**config.mk**
```make
export PLATFORM = sky130hd
export DESIGN_NAME = bus_dev_port
export DESIGN_NICKNAME = d
export VERILOG_FILES = /design/src/rtl/bus_dev_pkg.sv /design/src/rtl/bus_dev_fifo.sv /design/src/rtl/bus_dev_port.sv
export SDC_FILE = /design/constraint.sdc
export NUM_CORES = 1
export LEC_CHECK = 0
export ABC_CLOCK_PERIOD_IN_PS = 5280
export CORE_MARGIN = 2
export CORE_UTILIZATION = 40
export CTS_BUF_LIST = sky130_fd_sc_hd__clkbuf_8
export CTS_CLUSTER_DIAMETER = 80
export DETAILED_ROUTE_END_ITERATION = 8
export HOLD_SLACK_MARGIN = 0.05
export SYNTH_ARGS = -nofsm -noshare
export SYNTH_HDL_FRONTEND = slang
export SYNTH_SLANG_ARGS = --single-unit
```
**constraint.sdc**
```tcl
create_clock -name clk -period 5.28 [get_ports clk]
set_input_delay 0.792 -clock clk [delete_from_list [all_inputs] [get_ports clk]]
set_output_delay 0.792 -clock clk [all_outputs]
set_load 0.01 [all_outputs]
```
**src/rtl/bus_dev_pkg.sv**
```systemverilog
// Shared constants and helpers for the bus device port.
// Latency: n/a (declarations only).
// Backpressure: n/a.
package bus_dev_pkg;

  // Width of the destination address carried in each packet's top bits.
  localparam int ADDR_W = 8;

  // Default broadcast destination address.
  localparam logic [ADDR_W-1:0] BCAST = {ADDR_W{1'b1}};

  // Widest packet the destination helper can handle.
  localparam int MAX_PKT_W = 256;

  // Pull the destination field out of a packet that is pkt_w bits wide.
  // Callers zero-extend their packet to MAX_PKT_W bits.
  function automatic logic [ADDR_W-1:0] dest_of(input logic [MAX_PKT_W-1:0] pkt,
                                                input int unsigned pkt_w);
    return ADDR_W'(pkt >> (pkt_w - ADDR_W));
  endfunction

endpackage

```
**src/rtl/bus_dev_fifo.sv**
```systemverilog
// First-word-fall-through FIFO with full/empty/count.
// Latency: a write is visible at the head one cycle later; the head is read combinationally.
// Backpressure: reads while empty are ignored; writes while full succeed only alongside a read.
module bus_dev_fifo #(
  parameter int width = 16,
  parameter int depth = 8
) (
  input  logic                     clk,
  input  logic                     reset,
  input  logic                     i_wr,
  input  logic [width-1:0]         i_wr_dat,
  input  logic                     i_rd,
  output logic [width-1:0]         o_rd_dat,
  output logic                     o_full,
  output logic                     o_empty,
  output logic [$clog2(depth):0]   o_count
);

  localparam int AW = $clog2(depth);
  localparam int CW = AW + 1;

  logic [width-1:0] r_mem [depth];
  logic [AW-1:0]    r_wr_ptr;
  logic [AW-1:0]    r_rd_ptr;
  logic [CW-1:0]    r_count;

  logic w_rd_eff;
  logic w_wr_eff;

  // A read needs data; a write needs room, which a same-cycle read provides.
  assign w_rd_eff = i_rd && !o_empty;
  assign w_wr_eff = i_wr && (!o_full || w_rd_eff);

  assign o_full   = (r_count == CW'(depth));
  assign o_empty  = (r_count == '0);
  assign o_count  = r_count;
  assign o_rd_dat = r_mem[r_rd_ptr];

  // Pointers and occupancy; pointers wrap naturally modulo depth.
  always_ff @(posedge clk) begin
    if (!reset) begin
      r_wr_ptr <= '0;
      r_rd_ptr <= '0;
      r_count  <= '0;
    end else begin
      if (w_wr_eff) r_wr_ptr <= r_wr_ptr + AW'(1);
      if (w_rd_eff) r_rd_ptr <= r_rd_ptr + AW'(1);
      case ({w_wr_eff, w_rd_eff})
        2'b10:   r_count <= r_count + CW'(1);
        2'b01:   r_count <= r_count - CW'(1);
        default: r_count <= r_count;
      endcase
    end
  end

  // Storage carries no reset; contents are meaningless while empty.
  always_ff @(posedge clk) begin
    if (w_wr_eff) r_mem[r_wr_ptr] <= i_wr_dat;
  end

endmodule

```
**src/rtl/bus_dev_port.sv**
```systemverilog
// Bus device port: TX FIFO toward the bus, address-filtered RX FIFO from the bus.
// Latency: one cycle from tx_wr/push to pndng/rx_valid; heads are presented combinationally.
// Backpressure: full TX drops tx_wr unless popped; full RX drops matching pushes and sets sticky rx_ovf.
// Optional BUS_DEV_STATS_EN adds saturating tx_cnt/rx_cnt/drop_cnt counters.
module bus_dev_port
  import bus_dev_pkg::*;
#(
  parameter int                pckg_sz   = 16,
  parameter int                depth     = 8,
  parameter logic [ADDR_W-1:0] id        = '0,
  parameter logic [ADDR_W-1:0] broadcast = BCAST
) (
  input  logic               clk,
  input  logic               reset,
  output logic               pndng,
  output logic [pckg_sz-1:0] D_pop,
  input  logic               pop,
  input  logic               push,
  input  logic [pckg_sz-1:0] D_push,
  input  logic               tx_wr,
  input  logic [pckg_sz-1:0] tx_data,
  output logic               tx_full,
  output logic               rx_valid,
  output logic [pckg_sz-1:0] rx_data,
  input  logic               rx_rd,
  output logic               rx_ovf
`ifdef BUS_DEV_STATS_EN
  ,
  output logic [15:0]        tx_cnt,
  output logic [15:0]        rx_cnt,
  output logic [15:0]        drop_cnt
`endif
);

  localparam int CW = $clog2(depth) + 1;

  logic              w_tx_empty;
  logic              w_rx_empty;
  logic              w_rx_full;
  logic [CW-1:0]     w_tx_count;
  logic [CW-1:0]     w_rx_count;
  logic [ADDR_W-1:0] w_dest;
  logic              w_match;
  logic              w_rx_wr;
  logic              w_rx_ovf_evt;
  logic              r_rx_ovf;

  // Only packets addressed to this device or to everyone enter RX.
  assign w_dest       = dest_of(MAX_PKT_W'(D_push), pckg_sz);
  assign w_match      = (w_dest == id) || (w_dest == broadcast);
  assign w_rx_wr      = push && w_match;
  // Full RX implies non-empty, so a concurrent rx_rd always frees a slot.
  assign w_rx_ovf_evt = w_rx_wr && w_rx_full && !rx_rd;

  assign pndng    = !w_tx_empty;
  assign rx_valid = !w_rx_empty;
  assign rx_ovf   = r_rx_ovf;

  bus_dev_fifo #(.width(pckg_sz), .depth(depth)) u_tx_fifo (
    .clk      (clk),
    .reset    (reset),
    .i_wr     (tx_wr),
    .i_wr_dat (tx_data),
    .i_rd     (pop),
    .o_rd_dat (D_pop),
    .o_full   (tx_full),
    .o_empty  (w_tx_empty),
    .o_count  (w_tx_count)
  );

  bus_dev_fifo #(.width(pckg_sz), .depth(depth)) u_rx_fifo (
    .clk      (clk),
    .reset    (reset),
    .i_wr     (w_rx_wr),
    .i_wr_dat (D_push),
    .i_rd     (rx_rd),
    .o_rd_dat (rx_data),
    .o_full   (w_rx_full),
    .o_empty  (w_rx_empty),
    .o_count  (w_rx_count)
  );

  // Occupancy is not needed at this level; full/empty carry everything used here.
  logic w_unused_count;
  assign w_unused_count = &{1'b0, w_tx_count, w_rx_count};

  // Sticky overflow flag, cleared only by reset.
  always_ff @(posedge clk) begin
    if (!reset)            r_rx_ovf <= 1'b0;
    else if (w_rx_ovf_evt) r_rx_ovf <= 1'b1;
  end

`ifdef BUS_DEV_STATS_EN
  logic        w_tx_pop;
  logic        w_rx_acc;
  logic        w_drop;
  logic [15:0] r_tx_cnt;
  logic [15:0] r_rx_cnt;
  logic [15:0] r_drop_cnt;

  assign w_tx_pop = pop && !w_tx_empty;
  assign w_rx_acc = w_rx_wr && !w_rx_ovf_evt;
  assign w_drop   = push && (!w_match || w_rx_ovf_evt);

  // Saturating event counters for packets popped, accepted and discarded.
  always_ff @(posedge clk) begin
    if (!reset) begin
      r_tx_cnt   <= '0;
      r_rx_cnt   <= '0;
      r_drop_cnt <= '0;
    end else begin
      if (w_tx_pop && r_tx_cnt   != 16'hFFFF) r_tx_cnt   <= r_tx_cnt   + 16'd1;
      if (w_rx_acc && r_rx_cnt   != 16'hFFFF) r_rx_cnt   <= r_rx_cnt   + 16'd1;
      if (w_drop   && r_drop_cnt != 16'hFFFF) r_drop_cnt <= r_drop_cnt + 16'd1;
    end
  end

  assign tx_cnt   = r_tx_cnt;
  assign rx_cnt   = r_rx_cnt;
  assign drop_cnt = r_drop_cnt;
`endif

endmodule
```
==> results <==
- The flow ran to the end, and the final reports show no timing, DRC or antenna violations.
- By startpoint and endpoint, the worst setup path is classified as reg -> out.
- The post-synthesis instance area is 0.0111 sq mm.
- The async set-reset flop share out of synthesis is 0.
- When the netlist entered floorplanning its net count stood at 596.
- The number of clock sinks is 283.
- The latest clock arrival within the worst-skew pair is 540 ps.
- The critical path goes through buf_4 -> mux4_2 -> mux2_2 -> clkdlybuf4s50_1.
- The detailed-routing iteration count for the pre-antenna-repair pass is 4.
- The number of global-route vias before repair is 5791.
- From left edge to right edge, the die measures 171 um.
- The critical path contains buffers and inverters numbering 2 combined.
- The count of warnings emitted by yosys is 0.
- The synthesized design contains 256 enable-type register cells.
- The slowest library cell on the worst path is sky130_fd_sc_hd__dfxtp_2.
- The completed layout was analyzed and its total power is 5.17 mW.
- The first global-routing pass estimated 33.3 mm of wire.
- The number of fill cells in the layout is 2189.
- The beginning of the worst register-to-register path is u_rx_fifo.o_count[0].
- Data arrives at the worst endpoint at 3110 ps.
- The max-slew headroom at the worst pin is 0.209.
- The routability-driven placement congestion ratio is 0.764.
- The worst flop-to-flop path endpoint is u_rx_fifo.o_count[3].
- After clock tree synthesis, the flow added hold-fix buffers numbering 0.
- Setup repair after global routing left no endpoint under its margin.
- The area overhead of the layout relative to synthesis is 18.5%.
- Counting distinct cell types in the post-synthesis netlist gives 46.
- The path with the worst hold slack has its endpoint at u_rx_fifo.o_count[3].
- In this run the core area contains 60 standard-cell rows.
- VDD sags by at most 185 uV.
- The count of final max-slew check failures was 0.
- The tightest hold path in the finished design has a slack of 488 ps.
- For this configuration, the core starts out at a cell density of 0.410.
- The endpoint class of the critical path is an output pin.
- The static leakage is 4.19 nW.
- The number of port buffers is 73.
- Once detailed placement completed, the half-perimeter wirelength came to 12.7 mm.
- The length in cells of the worst reg-to-reg path is 10.
- The least setup slack across all paths after layout is 1380 ps.
- Counting I/O delays and the setup requirement, the final critical path takes 3900 ps.
- The TritonCTS clock tree is built.
- The path class of the lowest-slack min-delay path is reg -> reg.
- The setup slack after placement is 1320 ps.
- Dividing the detail-routed wire length by the instance count gives 20.1 um.
- In this run the deepest clock path goes through 3 buffers.
- For the final routed database, the setup TNS stands at 0 ps.
- The count of maximum capacitance violations is 0.
- The share of the clock period used by the worst path after layout is 0.739.
- The end-of-flow core utilization is 0.485.
- Setup violations remaining at the end of the flow were counted as 0.
- The primary flip-flop cell chosen by synthesis mapping is sky130_fd_sc_hd__edfxtp_1.
- The sum of overflow across all layers after global routing is 0.
- For the pin with the worst max-slew slack, the measured transition is 1180 ps.
- After detailed routing, the number of remaining DRC violations is 0.
- The number of setup buffers added after CTS is 0.
- For this run, the top clock speed supported by timing is 256 MHz.
- For this design the ratio of total power to cell area is 393 mW/mm^2.
- The post-CTS clock slew at the launch and capture registers of the worst setup and hold paths is 60 ps.
- The die height is 171 um.
- Post-CTS repair changed the size of 0 cells.
- The worst min-delay path startpoint is u_rx_fifo.o_count[3].
- The root buffer cell is sky130_fd_sc_hd__clkbuf_8.
- The number of cells on the worst hold path is 2.
- The number of vias per cell is 5.14.
- Once detail routing completed, the nets flagged for antenna violations numbered 0.
- The number of levels the H-tree was split into is 2.
- The family with the most delay on the worst path is buffers and inverters.
- In the final layout, the share of cells above drive strength 1 is 0.277.
- The pin count of the biggest net entering global routing is 33.
- The antenna diode count is 0.
- The number of primary I/O pins is 74.
- The number of storage elements in the synthesis netlist is 283.
- The launching element type of the critical path is a flop.
- In this run, CTS created clock tree buffers numbering 44.
- The sequential-to-total area share from yosys stat is 0.741.
- The initial antenna violation count was 0.
- The detailed router finished its first iteration with 410 violations.
- The final layout contains routed wiring with a total length of 21.3 mm.
- For the final database, setup skew stands at 15.3 ps.
- The net count of the finished layout is 703.
- The largest fanout on the critical path is 21.
- The number of failing hold endpoints at the final stage is 0.
- The setup slack on the worst flop-to-flop path is 2530 ps.
- The largest single stage delay on the critical path is 820 ps.
- Across all layers, the routed design uses 5443 vias.
- The floorplan step defined a core boundary enclosing 0.0271 sq mm.
- The required time at the endpoint of the critical path is 4490 ps.
- For this run, the total global-route usage over all layers was measured as 0.153.
- The total die area is 0.0291 sq mm.
- After synthesis, the mean cell area works out to 20.3 sq um.
- The instance count of the mapped netlist is 548.
==> registers in the layout (all words and copies together) (netlist names), named ones only <==
register and count:
u_rx_fifo.r_mem 128, u_rx_fifo.o_count 4, u_tx_fifo.r_mem 128, u_tx_fifo.r_wr_ptr 3, u_tx_fifo.o_count 4, u_rx_fifo.r_rd_ptr 3
u_tx_fifo.r_rd_ptr 3, u_rx_fifo.r_wr_ptr 3, rx_ovf 1
==> placed cells by master, fill, tap and decap left out, types with 2 or more instances in the layout <==
master | Yosys | layout
sky130_fd_sc_hd__edfxtp_1 | 256 | 256
sky130_fd_sc_hd__clkinv_1 | 0 | 7
sky130_fd_sc_hd__nor2b_1 | 2 | 2
sky130_fd_sc_hd__dfxtp_2 | 0 | 4
sky130_fd_sc_hd__inv_1 | 11 | 25
sky130_fd_sc_hd__xnor2_1 | 7 | 7
sky130_fd_sc_hd__nor3_2 | 1 | 2
sky130_fd_sc_hd__clkdlybuf4s50_1 | 0 | 73
sky130_fd_sc_hd__or4_4 | 3 | 3
sky130_fd_sc_hd__nand2b_1 | 7 | 7
sky130_fd_sc_hd__mux4_2 | 64 | 64
sky130_fd_sc_hd__o21ai_0 | 3 | 3
sky130_fd_sc_hd__dfxtp_1 | 27 | 23
sky130_fd_sc_hd__or2_2 | 2 | 2
sky130_fd_sc_hd__clkinvlp_4 | 0 | 2
sky130_fd_sc_hd__a21oi_1 | 7 | 7
sky130_fd_sc_hd__nor2_1 | 25 | 22
sky130_fd_sc_hd__clkbuf_8 | 0 | 45
sky130_fd_sc_hd__nand2_1 | 14 | 14
sky130_fd_sc_hd__nand2_2 | 2 | 2
sky130_fd_sc_hd__mux2i_1 | 9 | 9
sky130_fd_sc_hd__nor2_2 | 0 | 3
sky130_fd_sc_hd__fa_1 | 2 | 2
sky130_fd_sc_hd__buf_4 | 0 | 11
sky130_fd_sc_hd__nand3_1 | 4 | 4
sky130_fd_sc_hd__nor3_4 | 0 | 4
sky130_fd_sc_hd__o311ai_1 | 3 | 3
sky130_fd_sc_hd__nor3_1 | 8 | 3
sky130_fd_sc_hd__ha_1 | 8 | 8
sky130_fd_sc_hd__mux2_2 | 32 | 32
sky130_fd_sc_hd__bufinv_16 | 0 | 2
sky130_fd_sc_hd__clkinv_2 | 0 | 7
sky130_fd_sc_hd__a21o_1 | 3 | 3
sky130_fd_sc_hd__xor2_1 | 3 | 3
sky130_fd_sc_hd__nand4_1 | 4 | 4
==> cell usage after synthesis (all sizes together), types with 2 or more instances <==
cell type  count  share of area
o311ai         3         0.0024
nand4          4         0.0023
xor2           3         0.0024
nor2b          2         0.0011
nand3          4         0.0018
ha             8         0.0090
dfxtp         27          0.049
a21oi          7         0.0032
fa             2         0.0036
or2            2         0.0011
xnor2          7         0.0055
edfxtp       256           0.69
mux2i          9         0.0081
mux4          64           0.13
o21a           2         0.0015
buf           10         0.0047
nor4           2         0.0011
nand2         16         0.0059
or3            2         0.0016
clkbuf        13         0.0044
nand2b         7         0.0039
nor3           9         0.0045
nor2          26         0.0095
a21o           3         0.0020
o21ai          5         0.0026
inv           11         0.0037
or4            4         0.0037
mux2          32          0.032
==> where the power goes <==
part	switching (mW)	internal, mW	total (mW)
sequential	0.119	2.52	2.64
combinational	0.328	0.504	0.833
clock	0.813	0.890	1.70
==> worst max-delay path by stage <==
stage | startpoint | endpoint | slack, ps | cells past startpoint
4_1_cts | flop | D_pop[11] | 1230 | 4
6_report | flop | D_pop[11] | 1380 | 4
3_5_place_dp | D_push[8] | u_rx_fifo.r_mem[7][12] | 1320 | 7
5_1_grt | flop | D_pop[11] | 1110 | 4
3_3_place_gp | D_push[9] | u_rx_fifo.r_mem[7][13] | 1450 | 7
2_1_floorplan | D_push[12] | u_rx_fifo.r_mem[1][0] | 1890 | 6
==> area by class of cell <==
| cell class | instances | area [sq um] | area share |
|---|---|---|---|
| clock inverters | 32 | 189 | 0.0144 |
| well taps | 372 | 465 | 0.0354 |
| repair buffers | 84 | 813 | 0.0618 |
| clock buffers | 45 | 619 | 0.0471 |
| multi-input cells | 231 | 2790 | 0.212 |
| inverters | 11 | 41.3 | 0.00314 |
| flip-flops and latches | 283 | 8230 | 0.626 |
==> layer usage <==
layer	vias up	routed length, um	GRT usage
li1	2446	-	-
met1	2840	9760	0.213
met2	126	10200	0.242
met3	31	999	0.0331
met4	0	360	0.0472
met5	-	0	0
==> per-stage QoR <==
step / instance area [sq um] / std cells
3_5_place_dp: 12300 / 981
6_report: 13200 / 1058
3_3_place_gp: 12300 / 981
2_1_floorplan: 11100 / 548
5_1_grt: 13200 / 1058
4_1_cts: 13200 / 1058
==> kinds of logic (layout without fill, tap and decap cells) <==
family,Yosys count,after routing,share of synthesized area
adder cells (fa/ha/maj),10,10,0.0126
AND/OR/NAND/NOR,82,82,0.0392
XOR/XNOR,10,10,0.00789
buffers and inverters,34,172,0.0129
flip-flops,283,283,0.741
AO/OA/AOI/OAI,24,24,0.0156
multiplexers,105,105,0.170
==> worst reg2reg max path, delay by kind of cell (launching register included) <==
kind | cells | cell delay (ps)
mux | 2 | 350
buf+inv | 1 | 80
flops | 1 | 350
simple gates | 4 | 1260
compound gates | 2 | 350
fa+ha+maj | 1 | 290
No activity file was read; power rests on OpenSTA's default activity.
